[src/rtl/register_pipe.sv]
// Elastic register pipeline: DEPTH valid/ready stages of WIDTH bits with bubble
// collapse, synchronous flush and a registered occupancy count.
module register_pipe #(
  parameter int unsigned           WIDTH     = 8,
  parameter int unsigned           DEPTH     = 4,
  parameter logic [WIDTH-1:0]      RESET_VAL = '0
) (
  input  logic                       clk_i,
  input  logic                       rst_ni,
  input  logic                       flush_i,
  input  logic [WIDTH-1:0]           d_i,
  input  logic                       valid_i,
  output logic                       ready_o,
  output logic [WIDTH-1:0]           d_o,
  output logic                       valid_o,
  input  logic                       ready_i,
  output logic [$clog2(DEPTH+1)-1:0] count_o
);

  localparam int unsigned CW = $clog2(DEPTH + 1);

  logic [WIDTH-1:0] r_data [DEPTH];
  logic [DEPTH-1:0] r_v;
  logic [CW-1:0]    r_count;
  logic [DEPTH-1:0] w_adv;
  logic             w_push;
  logic             w_pop;

  // A stage moves when any stage from it to the output is empty or the sink
  // takes the head word; this is the backward adv chain written flat.
  for (genvar k = 0; k < DEPTH; k++) begin : g_adv
    assign w_adv[k] = ready_i | ~(&r_v[DEPTH-1:k]);
  end

  assign ready_o = w_adv[0] & ~flush_i;
  assign valid_o = r_v[DEPTH-1] & ~flush_i;
  assign d_o     = r_data[DEPTH-1];
  assign count_o = r_count;
  assign w_push  = valid_i & ready_o;
  assign w_pop   = valid_o & ready_i;

  always_ff @(posedge clk_i or negedge rst_ni) begin
    if (!rst_ni) begin
      r_v     <= '0;
      r_count <= '0;
      for (int k = 0; k < DEPTH; k++) begin
        r_data[k] <= RESET_VAL;
      end
    end else if (flush_i) begin
      // Flush drops every word but leaves the data registers untouched.
      r_v     <= '0;
      r_count <= '0;
    end else begin
      if (w_adv[0]) begin
        r_data[0] <= d_i;
        r_v[0]    <= valid_i;
      end
      for (int k = 1; k < DEPTH; k++) begin
        if (w_adv[k]) begin
          r_data[k] <= r_data[k-1];
          r_v[k]    <= r_v[k-1];
        end
      end
      r_count <= r_count + CW'(w_push) - CW'(w_pop);
    end
  end

endmodule

[config.mk]
export PLATFORM = sky130hd
export DESIGN_NAME = register_pipe
export DESIGN_NICKNAME = d
export VERILOG_FILES = /design/src/rtl/register_pipe.sv
export SDC_FILE = /design/constraint.sdc
export NUM_CORES = 1
export LEC_CHECK = 0
export CAP_MARGIN = 40
export CORE_MARGIN = 4
export CORE_UTILIZATION = 45
export CTS_BUF_LIST = sky130_fd_sc_hd__clkbuf_8
export DETAILED_ROUTE_END_ITERATION = 16
export GPL_ROUTABILITY_DRIVEN = 0
export PLACE_DENSITY = 0.75
export RECOVER_POWER = 100
export SYNTH_ARGS = -nofsm -noshare
export SYNTH_HDL_FRONTEND = slang
export SYNTH_SLANG_ARGS = --single-unit
[constraint.sdc]
create_clock -name clk_i -period 3.75 [get_ports clk_i]
set_input_delay 0.5625 -clock clk_i [delete_from_list [all_inputs] [get_ports clk_i]]
set_output_delay 0.5625 -clock clk_i [all_outputs]
set_load 0.05 [all_outputs]
==> results of run 1 <==
==> power by group <==
| part | internal [uW] | switching (uW) |
|---|---|---|
| logic | 96.8 | 137 |
| clock network | 263 | 139 |
| registers | 485 | 33.0 |
==> final timing paths <==
path                         endpoint  slack [ns]  depth (start not counted)
setup / recovery              ready_o        0.58                          4
hold / removal                 d_o[7]        0.50                          1
setup reg to reg           count_o[2]        1.48                         10
hold reg to reg                d_o[7]        0.50                          1
max in group asynchronous      d_o[7]        1.79                          1
min in group asynchronous  r_data[28]        0.82                          1
==> cells by family after synthesis <==
family | Yosys count
adders and majority gates | 3
DFF | 39
and+or+nand+nor | 16
muxes | 32
xor gates and xnor gates | 2
buffers and inverters | 12
AOI/OAI and AO/OA | 4
==> layer usage <==
layer  part of all wire  up-vias
li1                   -      407
met1               0.42      435
met2               0.51       22
met3              0.050        5
met4              0.025        0
met5                  0        -
==> through the flow <==
step | util | instances | setup WS [ns] | hold WS (ns) | area, um^2
after global routing | 0.573 | 178 | 0.487 | 0.523 | 1940
after CTS | 0.580 | 178 | 0.780 | 0.390 | 1970
after global placement | 0.541 | 170 | 0.820 | 0.465 | 1830
final | 0.573 | 178 | 0.581 | 0.502 | 1940
after floorplan | - | 108 | 0.949 | 0.267 | 1590
after detailed placement | 0.541 | 170 | 0.798 | 0.496 | 1830
==> registers in the layout, indices dropped and copies added (netlist names) <==
register / count
r_data: 24
d_o: 8
r_v: 4
count_o: 3
==> worst reg2reg max path, cell delays in order (launching register included) <==
cell and delay [ns]:
dfrtp_1 0.40, and4b_1 0.26, a21oi_1 0.28, nand2_1 0.10, ha_1 0.27, inv_1 0.06, ha_1 0.13, inv_1 0.05
fa_1 0.38, xnor2_1 0.16, nor2_1 0.05
==> placed cells by master, fill, tap and decap left out <==
| cell | netlist | layout |
|---|---|---|
| and4b_1 | 1 | 1 |
| xnor2_1 | 1 | 1 |
| nor2b_1 | 3 | 3 |
| nand2_1 | 1 | 1 |
| nor2_1 | 8 | 10 |
| clkdlybuf4s50_1 | 0 | 9 |
| bufinv_16 | 0 | 2 |
| fa_1 | 1 | 1 |
| ha_1 | 2 | 2 |
| inv_1 | 2 | 3 |
| dfrtp_1 | 39 | 39 |
| xor2_1 | 1 | 1 |
| clkbuf_1 | 0 | 2 |
| clkbuf_8 | 0 | 5 |
| dlygate4sd3_1 | 0 | 15 |
| and2_1 | 1 | 1 |
| mux2_2 | 32 | 32 |
| a21oi_1 | 2 | 4 |
==> area by class of cell <==
type	count	area [um^2]
multi-input cells	57	519
clock buffers	5	68.8
flip-flops and latches	39	976
clock inverters	3	63.8
inverters	2	7.51
well taps	46	57.6
fillers	269	1450
repair buffers	26	248
==> metrics.md, run 1 <==
| Metric | Value |
|---|---|
| Pwr Total | 1150 uW |
| WP data required | about 3.2 ns |
| CTS clk-pin slew, worst paths | roughly 0.070 ns |
| Row count | 21 |
| CP Max Fanout | 4 |
| Post-Synth Adder-Cell Area | 0.0283 |
| CP bufs+invs | 2 |
| Critical-path cell list | dlygate4sd3_1 > and4b_1 > a21oi_1 > dlygate4sd3_1 |
| Top FF cell, synth | dfrtp_1 |
| DRC Markers | 0 |
| Hold Path Class | reg -> reg |
| CTS tree | done |
| Mux cell area share after synthesis | 0.226 |
| Initial antenna violation count | 0 |
| Power per cell area | 595 nW/um^2 |
| Grt met3 use | 0.0516 |
| First-pass GRT wire length | 4240 um |
| Ys async rst share | 1.00 |
| Gr ovfl total | 0 |
| Routed Antenna Nets | 0 |
| Top cell family by delay on the critical path | buffers and inverters |
| Synthesized cell area | approximately 1600 um^2 |
| Gr usage total | 0.133 |
| Core box area | roughly 3400 um^2 |
| Slowest stage cell, crit path | dlygate4sd3_1 |
| Failing checks | capacitance limit, slew limit |
| Synth top area cells | dfrtp_1 61%, mux2_2 23%, buf_4 3.8%, nor2_1 1.9%, ha_1 1.6% |
| Vias in the first global route | 871 |
| Compound-cell area share of the yosys netlist | 0.0220 |
| Worst-Margin Slew | 1.98 ns |
| Synth Register Bits | 39 |
| Die area | 4560 um^2 |
| WS Path Type | in -> out |
| Final hold vios | 0 |
| CP startpoint kind | primary input |
| YS warnings | 0 |
| XOR/XNOR Fraction of Synth Area | 0.0110 |
| Post_cts resized | 0 |
| RR Startpoint | r_v[2] |
| Post-Synth Simple-Gate Area | 0.0511 |
| DR iter-0 viols | 12 |
| GR peak layer | met2 |
| Most common cell in the netlist | dfrtp_1 |
| Maximum capacitance violations | 1 |
| Die height | approximately 67 um |
| Setup TNS | 0 ns |
| Cell count after synthesis | 108 |
| Worst EP arrival | approximately 2.6 ns |
| EDFF count, synth | 0 |
| Tcrit/Tclk final | 0.845 |
| Slew HR | -0.317 |
| CP peak stage delay | 0.94 ns |
| Hold buffers post-CTS | 0 |
| Post-synth top cells | 39 x dfrtp_1, 32 x mux2_2, 8 x buf_4, 8 x nor2_1, 3 x nor2b_1 |
| Max-slew violation count | 40 |
| Bufs on Longest Clock Path | 2 |
| Final WL | between 2000 and 2500 um |
| Setup Skew | ~0.0032 ns |
| Avg Cell Area, Syn | 14.7 um^2 |
| PortBufs | 25 |
| H-tree depth | 2 |
| HP Start | d_o[7] |
| Fmax | 316 MHz |
| Largest family of logic cells by synthesized area | multiplexers |
| Number of buffers created by CTS | 5 |
| Post-CTS setup buffers | 0 |
| Final setup viols | 0 |
| Syn Nets | 124 |
| RSZ-0062 raised after global routing | no |
| Number of distinct library cells after synthesis | 18 |
| Pin count of the biggest net entering global routing | 40 |
| Sequential area share after synthesis | 0.613 |
| Starting density of the core | 0.470 |
| Worst-Skew Late Latency | just under 0.3 ns |
| Final Net Count | between 100 and 150 |
| Leak | around 0.00086 uW |
| Dpl hpwl | ~1800 um |
| TritonRoute pass-1 iters | 4 |
| Global-route met2 utilization | 0.214 |
| Area grow syn2layout | 21.8% |
| Worst Setup SP | ready_i |
| Clock Sinks | 39 |
| VDD IR-drop max | about 0.29 mV |
| Clk Tree Root Cell | clkbuf_8 |
| Yosys top cell by area | dfrtp_1 |
| I/O pins | 26 |
| Die X | between 60 and 70 um |
| Met1 Track Usage GR | 0.153 |
| Crit path top cell by count | dlygate4sd3_1 |
| Outcome | finished with violations |
| ANT cells | 0 |
| Via count | 869 |
| Crit end category | output pin |
| Layout cells sized above 1 | 0.295 |
| Avg Vias per Cell | between 4 and 5 |
| Tmin final | around 3.2 ns |
| Routed wire per std cell | 13.6 um |
| Share of the synthesized area in the top cell type | 0.613 |
Power figures use the tool's default switching activity.
==> inputs of run 2 (changes only) <==
- clock period: 3.75 -> 3 ns (I/O delays scaled with it)
==> metrics.md, run 2 (synthesis gave the netlist of run 1 again) <==
| Metric | Value |
|---|---|
| DRC Markers | 0 (unchanged) |
| Internal power | 997 uW (+18%) |
| Starting density of the core | 0.470 (unchanged) |
| Die area | 4560 um^2 (unchanged) |
| Most frequent cells in the layout | 39 x dfrtp_1, 32 x mux2_2, 14 x dlygate4sd3_1, 10 x nor2_1, 9 x clkdlybuf4s50_1 |
| Post_cts resized | 0 (unchanged) |
| Reg area | 976 um^2 (unchanged) |
| Area grow syn2layout | 21.7% |
| Worst-Margin Slew | 2.00 ns (+0.0198 ns) |
| CP Max Fanout | 9 (+5) |
| Hold Path Class | reg -> reg |
| Post-route core utilization | 0.572 (-0.000738) |
| Outcome | finished with violations |
| Power per cell area | 709 nW/um^2 (+19%) |
| Row count | 21 (unchanged) |
| Initial antenna violation count | 0 (unchanged) |
| Die X | 67.5 um (unchanged) |
| Setup Skew | 0.00554 ns (+0.00236 ns) |
| Failing checks | capacitance limit, slew limit |
| Filler cells | 278 (+3.3%) |
| Final hold vios | 0 (unchanged) |
| Final setup viols | 0 (unchanged) |
| Gr ovfl total | 0 (unchanged) |
| TritonRoute pass-1 iters | 4 (unchanged) |
| Commonest non-fill, non-tap cell in the layout | dfrtp_1 |
| Gr usage total | 0.118 (-0.0148) |
| Final WL | 2230 um (-8.0%) |
| Max FFs per register | 24 (unchanged) |
| Clk Tree Root Cell | clkbuf_8 |
| Layout cells sized above 1 | 0.316 (+0.0203) |
| Fmax | 386 MHz |
| VDD IR-drop max | 0.307 mV (+7.7%) |
| RSZ-0062 raised after global routing | no |
| Number of buffers created by CTS | 5 (unchanged) |
| CTS tree | done |
| Switching power total | 377 uW (+22%) |
| Leak | 0.000857 uW (-0.57%) |
| Via count | 845 (-2.8%) |
| Tcrit/Tclk final | 0.865 |
| Maximum capacitance violations | 1 (unchanged) |
| H-tree depth | 2 (unchanged) |
| Clock Sinks | 39 (unchanged) |
| Gate power share | 0.212 (+0.009) |
| Hold buffers post-CTS | 0 (unchanged) |
| Core box area | 3390 um^2 (unchanged) |
| Max-slew violation count | 40 (unchanged) |
| Dpl hpwl | 1690 um (-6.9%) |
| Footprint of the multi-input gates | 531 um^2 (+2.2%) |
| First-pass GRT wire length | 4060 um (-4.1%) |
| Sw Share | 0.274 (+0.00640) |
| Routed Antenna Nets | 0 (unchanged) |
| Vias in the first global route | 921 (+5.7%) |
| WS Path Type | in -> out |
| Setup TNS | 0 ns (unchanged) |
| Clock Power Share | 0.317 (-0.031) |
| Slew HR | -0.330 (-0.0132) |
| Pin count of the biggest net entering global routing | 40 (unchanged) |
| Die height | 67.5 um (unchanged) |
| Tmin final | around 2.6 ns |
| DR iter-0 viols | 30 (+18) |
| Share of power burned in registers | 0.471 (+0.022) |
| Avg Vias per Cell | 4.72 (-3.3%) |
| PortBufs | 25 (unchanged) |
| Final Net Count | 148 (+0.68%) |
| CP startpoint kind | primary input |
| Bufs on Longest Clock Path | 2 (unchanged) |
| Reg with most FFs | r_data |
| Worst-Skew Late Latency | 0.28 ns (about the same) |
| I/O pins | 26 (unchanged) |
| Routed wire per std cell | 12.4 um (-8.5%) |
| Post-CTS setup buffers | 0 (unchanged) |
| CTS clk-pin slew, worst paths | 0.07 ns (about the same) |
| ANT cells | 0 (unchanged) |
| WP data required | 2.55 ns (-0.64 ns) |
| Crit end category | output pin |
| Worst EP arrival | 2.14 ns (-0.47 ns) |
-- run 2: critical path, cell delays in order --
cell           delay [ns]
dlygate4sd3_1        0.60
clkbuf_1             0.24
a21oi_4              0.17
buf_4                0.19
clkbuf_1             0.48
-- run 2: final timing paths --
path	from	to	slack [ns]	depth (start not counted)
max	flush_i	ready_o	0.41	5
min	d_o[3]	d_o[3]	0.50	1
max reg2reg	r_v[2]	count_o[2]	0.87	10
max in group asynchronous	rst_ni	r_data[18]	1.13	1
min in group asynchronous	rst_ni	r_v[1]	0.73	1
min reg2reg	d_o[3]	d_o[3]	0.50	1
-- run 2: cell type report --
class	count	share of cell area
flip-flops and latches	39	0.504
multi-input cells	57	0.274
repair buffers	27	0.128
clock buffers	6	0.0426
well taps	46	0.0297
clock inverters	2	0.0181
inverters	2	0.00387
-- run 2: stage by stage --
stage	setup slack (ns)	power [uW]	instances	hold slack (ns)	area [um^2]
floorplan	0.311	895	108	0.154	1590
detailed placement	0.335	971	171	0.494	1840
global route	0.310	1440	179	0.527	1940
CTS	0.618	1410	179	0.285	1960
finish	0.406	1370	179	0.500	1940
global placement	0.405	959	171	0.483	1840
-- run 2: power groups by stage --
stage | registers [uW] | clock network (uW) | logic [uW]
3_3_place_gp | 655 | 0 | 304
6_report | 647 | 435 | 292
2_1_floorplan | 656 | 0 | 239
3_5_place_dp | 661 | 0 | 310
5_1_grt | 660 | 464 | 314
4_1_cts | 650 | 448 | 310
-- run 2: per-layer routing --
layer | vias up | global-route usage | wire length (um)
li1 | 404 | - | -
met1 | 415 | 0.154 | 1070
met2 | 24 | 0.177 | 1020
met3 | 2 | 0.0383 | 107
met4 | 0 | 0.0557 | 27
met5 | - | 0 | 0
==> edit 1: new RTL, flow settings as in run 2 <==
`WIDTH`: 8 -> 9.
--- a/src/rtl/register_pipe.sv
+++ b/src/rtl/register_pipe.sv
@@ -2,5 +2,5 @@
 // collapse, synchronous flush and a registered occupancy count.
 module register_pipe #(
-  parameter int unsigned           WIDTH     = 8,
+  parameter int unsigned           WIDTH     = 9,
   parameter int unsigned           DEPTH     = 4,
   parameter logic [WIDTH-1:0]      RESET_VAL = '0
Ports: changed (resized d_i and d_o); port bits go from 26 to 28. No check against the original RTL was run, so the function may have changed too.
==> edit 1 against run 2 <==
The run still ends with capacitance limit, slew limit left. Total power is 0.52% lower. Sequential cell count is 4 higher. Register-to-register slack worse by 0.05 ns. Wire length is 17% higher. Sequential share of layout area is 1.5 points higher. Final cell count is 7.3% higher. Global-route usage is 0.11 points lower. Worst setup slack worse by 0.062 ns. Count of clock-buffer cells in the layout is 1 lower. Non-clock buffer count is 3 higher. Clock power is 26% lower. Synthesized area is 12% higher. Cell area is 7.0% higher. Critical endpoint unchanged. Largest cell class unchanged. Highest routed layer unchanged.
==> edit 1: results (changes against run 2) <==
routed wire length 2610 um (was 2230 um); Synth Area in Compound Gates 1.54% (was 2.20%); Synth Area in XOR/XNOR 0.982% (was 1.10%); nets 160 (was 148); drt wl/cell 13.6 um (was 12.4 um); placed cell count 184 (was 171); Layout Skew 0.00227 ns (was 0.00554 ns); Top FF cell, synth dfrtp_1 (unchanged); largest family of logic cells by synthesized area multiplexers (unchanged); cts bufs inserted 5 (unchanged); initial antenna violation count 0 (unchanged); slew margin rel. -25.2% (was -33.0%); post-synthesis mux area share 24.4% (was 22.6%); failing checks capacitance limit, slew limit (unchanged); Via density 4.82 (was 4.72); ranking of synthesized cells by area dfrtp_1 60%, mux2_2 18%, mux2_4 6.7% (was dfrtp_1 61%, mux2_2 23%, buf_4 3.8%); Largest register FFs 27 (was 24); asr flop ratio synth 100% (unchanged); Cell variety after synth 20 (was 18); status finished with violations (unchanged); worst-skew pair later-pin latency 0.28 ns (about the same); Max Cap Violations 1 (unchanged); Hold Path Class in -> async (was reg -> reg); dpl ws 0.354 ns (was 0.335 ns); Synth top cells by count 43 x dfrtp_1, 28 x mux2_2, 9 x buf_4 (was 39 x dfrtp_1, 32 x mux2_2, 8 x buf_4, 8 x nor2_1, 3 x nor2b_1); Setup Buffers After CTS 0 (unchanged); vias in the first global route 1003 (was 921); syn nets 134 (was 124); total track usage 11.7% (was 11.8%); filler instances 340 (was 278); met3 Usage GRT 3.69% (was 3.83%); Detail Placement HPWL 2020 um (was 1690 um); most flop-heavy register r_data (unchanged); sw frac 29.7% (was 27.4%); Synth Area in Adders 2.53% (was 2.83%); Max FO, Critical Path 10 (was 9); port buffer count 27 (was 25); Data arrival, critical path 2.21 ns (was 2.14 ns); Initial DRC Count 34 (was 30); diodes inserted 0 (unchanged); Post-CTS Resized 0 (unchanged); Leak 0.930 nW (was 0.857 nW); warnings from Yosys 0 (unchanged); Clock Tree Buf Depth 2 (unchanged); Worst IR Drop VDD 0.352 mV (was 0.307 mV); Seq/Total Area, Yosys 60.4% (was 61.3%); Worst-path clk slew 0.07 ns (about the same); Mapped Cells 117 (was 108); met1 Use GR 15.0% (was 15.4%); pin count of the biggest net entering global routing 37 (was 40); H-tree Lvls 2 (unchanged); FF-to-FF Start r_v[2] (unchanged); layout cells sized above 1 25.7% (was 31.6%); first-pass GRT wire length 4660 um (was 4060 um); Root Driver clkbuf_8 (unchanged); first-pass detailed-route iteration total 4 (unchanged); Critical Path Start ready_i (was flush_i); met2 Use GR 18.3% (was 17.7%); fin. max-slew vios 37 (was 40)
## edit 1: cell count changes after synthesis, sizes merged
cell,change
dfrtp,+4
buf,+1
mux2,+4
## edit 1: worst paths after layout
kind                              end  slack [ns]  depth (start not counted)
setup / recovery              ready_o        0.34                          5
hold / removal                 r_v[0]        0.07                          1
setup reg to reg           count_o[2]        0.82                         10
hold reg to reg            r_data[32]        0.49                          1
max in group asynchronous      d_o[8]        0.84                          2
min in group clk_i         r_data[32]        0.49                          1
## edit 1: area by class of cell
cell class / count / area (um^2) / area share (%)
sequential: 43 / 1080 / 51.9
clock inverter: 3 / 12.5 / 0.603
tap: 48 / 60.1 / 2.90
inverter: 2 / 7.51 / 0.362
multi-input combinational: 61 / 572 / 27.6
clock buffer: 5 / 68.8 / 3.32
timing repair buffer: 30 / 277 / 13.3
## edit 1: logic make-up after synthesis
logic type | after synthesis
DFF | 43
muxes | 36
and+or+nand+nor | 16
buffers and inverters | 13
AOI/OAI and AO/OA | 4
adders and majority gates | 3
xor gates and xnor gates | 2
## edit 1: through the flow
step                hold WS, ns  cell area [um^2]
floorplan                 0.154              1780
global placement          0.481              2050
detailed placement        0.314              2070
CTS                     0.00607              2150
global route             0.0993              2070
finish                   0.0685              2070
## edit 1: power by group through the flow
stage                     Sequential (W)  Combinational, W  Clock (W)
final                           0.000717          0.000326   0.000324
after global routing            0.000730          0.000345   0.000363
after CTS                       0.000722          0.000360   0.000338
after detailed placement        0.000733          0.000358          0
after global placement          0.000725          0.000346          0
after floorplan                 0.000724          0.000275          0
## edit 1: layer usage
| layer | share of wire (%) | routed length [um] | vias up |
|---|---|---|---|
| met3 | 4.8 | 126 | 6 |
| met1 | 46 | 1190 | 454 |
| li1 | - | - | 442 |
| met4 | 1.6 | 42 | 0 |
| met2 | 48 | 1250 | 24 |
| met5 | 0 | 0 | - |
## edit 1: worst max-delay path, stage by stage
cell,delay (ns)
dlygate4sd3_1,0.56
and4b_1,0.25
a21oi_1,0.22
buf_4,0.24
clkbuf_1,0.48
==> edit 2: new RTL, settings of run 2 <==
Without the edit above. Make the reset (`rst_ni`) synchronous in one clocked block.
--- a/src/rtl/register_pipe.sv
+++ b/src/rtl/register_pipe.sv
@@ -40,5 +40,5 @@
   assign w_pop   = valid_o & ready_i;
 
-  always_ff @(posedge clk_i or negedge rst_ni) begin
+  always_ff @(posedge clk_i) begin
     if (!rst_ni) begin
       r_v     <= '0;
Function: differs if rst_ni is asserted again (counterexample within 4 cycles, from zero or initial values and one cycle with rst_ni low); with rst_ni held inactive, the same outputs for 10 cycles.
==> edit 2 against run 2 <==
Wire length up 17%. Worst setup slack worse by 0.046 ns. Sequential share of layout area up 4.5 points. Global-route usage down 1.4 points. Cell area up 3.6%. First-iteration DRC count up 63%. Synthesized area up 14%. Register-to-register slack worse by 0.18 ns. Sequential cell count unchanged. Synthesized cell count up 18%. Die area up 12%. Critical path type is now in -> reg. Largest cell class unchanged.
Power is not compared: it rests on default switching activity, and its combinational part moved more than twofold at a synthesized area within 25%.
==> edit 2: results (changes against run 2) <==
port buffer count 25 (unchanged); Seq/Total Area, Yosys 60.6% (was 61.3%); Via density 5.09 (was 4.72); slew margin rel. 8.25% (was -33.0%); ranking of synthesized cells by area edfxtp_1 53%, nor3b_2 9.0%, dfxtp_1 7.7% (was dfrtp_1 61%, mux2_2 23%, buf_4 3.8%); dpl cell area 0.00202 mm^2 (was 0.00184 mm^2); Layout Skew 0.00445 ns (was 0.00554 ns); r2r setup slk 0.69 ns (was 0.87 ns); syn nets 143 (was 124); first-pass detailed-route iteration total 4 (unchanged); Worst IR Drop VDD 0.313 mV; most flop-heavy register r_data (unchanged); Detail Placement HPWL 1870 um (was 1690 um); drt wl/cell 13.3 um (was 12.4 um); diodes inserted 0 (unchanged); total track usage 10.4% (was 11.8%); worst-skew pair later-pin latency 0.28 ns (about the same); Initial DRC Count 49 (was 30); Clock Tree Buf Depth 2 (unchanged); H-tree Lvls 2 (unchanged); Root Driver clkbuf_8 (unchanged); Hold Path Class reg -> reg (unchanged); Leak 0.759 nW; Worst-path clk slew 0.07 ns (about the same); Max FO, Critical Path 5 (was 9); warnings from Yosys 0 (unchanged); Largest register FFs 32 (was 24); Post-synth EDFFs 32 (was 0); Setup Buffers After CTS 0 (unchanged); filler instances 313 (was 278); layout cells sized above 1 6.80% (was 31.6%); status complete, no violations (was finished with violations); Synth top cells by count 32 x edfxtp_1, 13 x nor3b_2, 12 x inv_1 (was 39 x dfrtp_1, 32 x mux2_2, 8 x buf_4, 8 x nor2_1, 3 x nor2b_1); Cell variety after synth 29 (was 18); first-pass GRT wire length 4160 um (was 4060 um); asr flop ratio synth 0% (was 100%); Post-CTS Resized 0 (unchanged); pin count of the biggest net entering global routing 40 (unchanged); Data arrival, critical path 2.75 ns (was 2.14 ns); vias in the first global route 978 (was 921); cts bufs inserted 5 (unchanged); nets 163 (was 148)
edit 2: power breakdown:
part           switching [W]  internal (W)
Clock               0.000163      0.000155
Combinational      0.0000598     0.0000399
Sequential        0.00000905      0.000618
Total               0.000232      0.000813
edit 2: layer usage:
layer,vias to the layer above,global-route usage (%),share of wire (%)
li1,486,-,-
met1,480,10.2,39
met2,22,19.6,54
met3,5,3.51,5.3
met4,0,4.38,1.3
met5,-,0,0
edit 2: path summary, 6_finish.rpt:
kind,depth (start not counted),to,startpoint
min,1,r_v[2],r_v[1]
min reg2reg,1,r_v[2],r_v[1]
max,10,count_o[2],ready_i
max reg2reg,9,count_o[2],r_v[0]
edit 2: layout make-up:
cell class              instances  area share (%)
well taps                      48            2.99
multi-input cells              59            22.8
repair buffers                 30            13.3
clock inverters                 2           0.436
flip-flops and latches         39            54.8
clock buffers                   5            3.43
inverters                      12            2.24
edit 2: kinds of logic after synthesis:
kind of cell	after synthesis	share of synthesized area, %
flops	39	60.6
simple gates	37	18.8
buf+inv	29	10.1
compound gates	18	6.82
fa+ha+maj	3	2.48
xor+xnor	1	1.24
edit 2: through the flow:
step | total power, W | utilization, % | setup slack, ns | cells | hold WS [ns]
floorplan | 0.000716 | - | 0.287 | 127 | 0.459
CTS | 0.00107 | 55.7 | 0.505 | 195 | 0.543
finish | 0.00104 | 53.3 | 0.360 | 195 | 0.534
global route | 0.00108 | 53.3 | 0.226 | 195 | 0.562
global placement | 0.000745 | 53.5 | 0.295 | 187 | 0.488
detailed placement | 0.000750 | 53.6 | 0.208 | 188 | 0.525
edit 2: critical path, cell delays in order:
cell and delay, ns:
dlygate4sd3_1 0.58, nand4b_1 0.25, o21ai_0 0.21, ha_1 0.26, inv_1 0.06, ha_1 0.13
inv_1 0.05, fa_1 0.36, xnor3_1 0.37, nor2_1 0.04
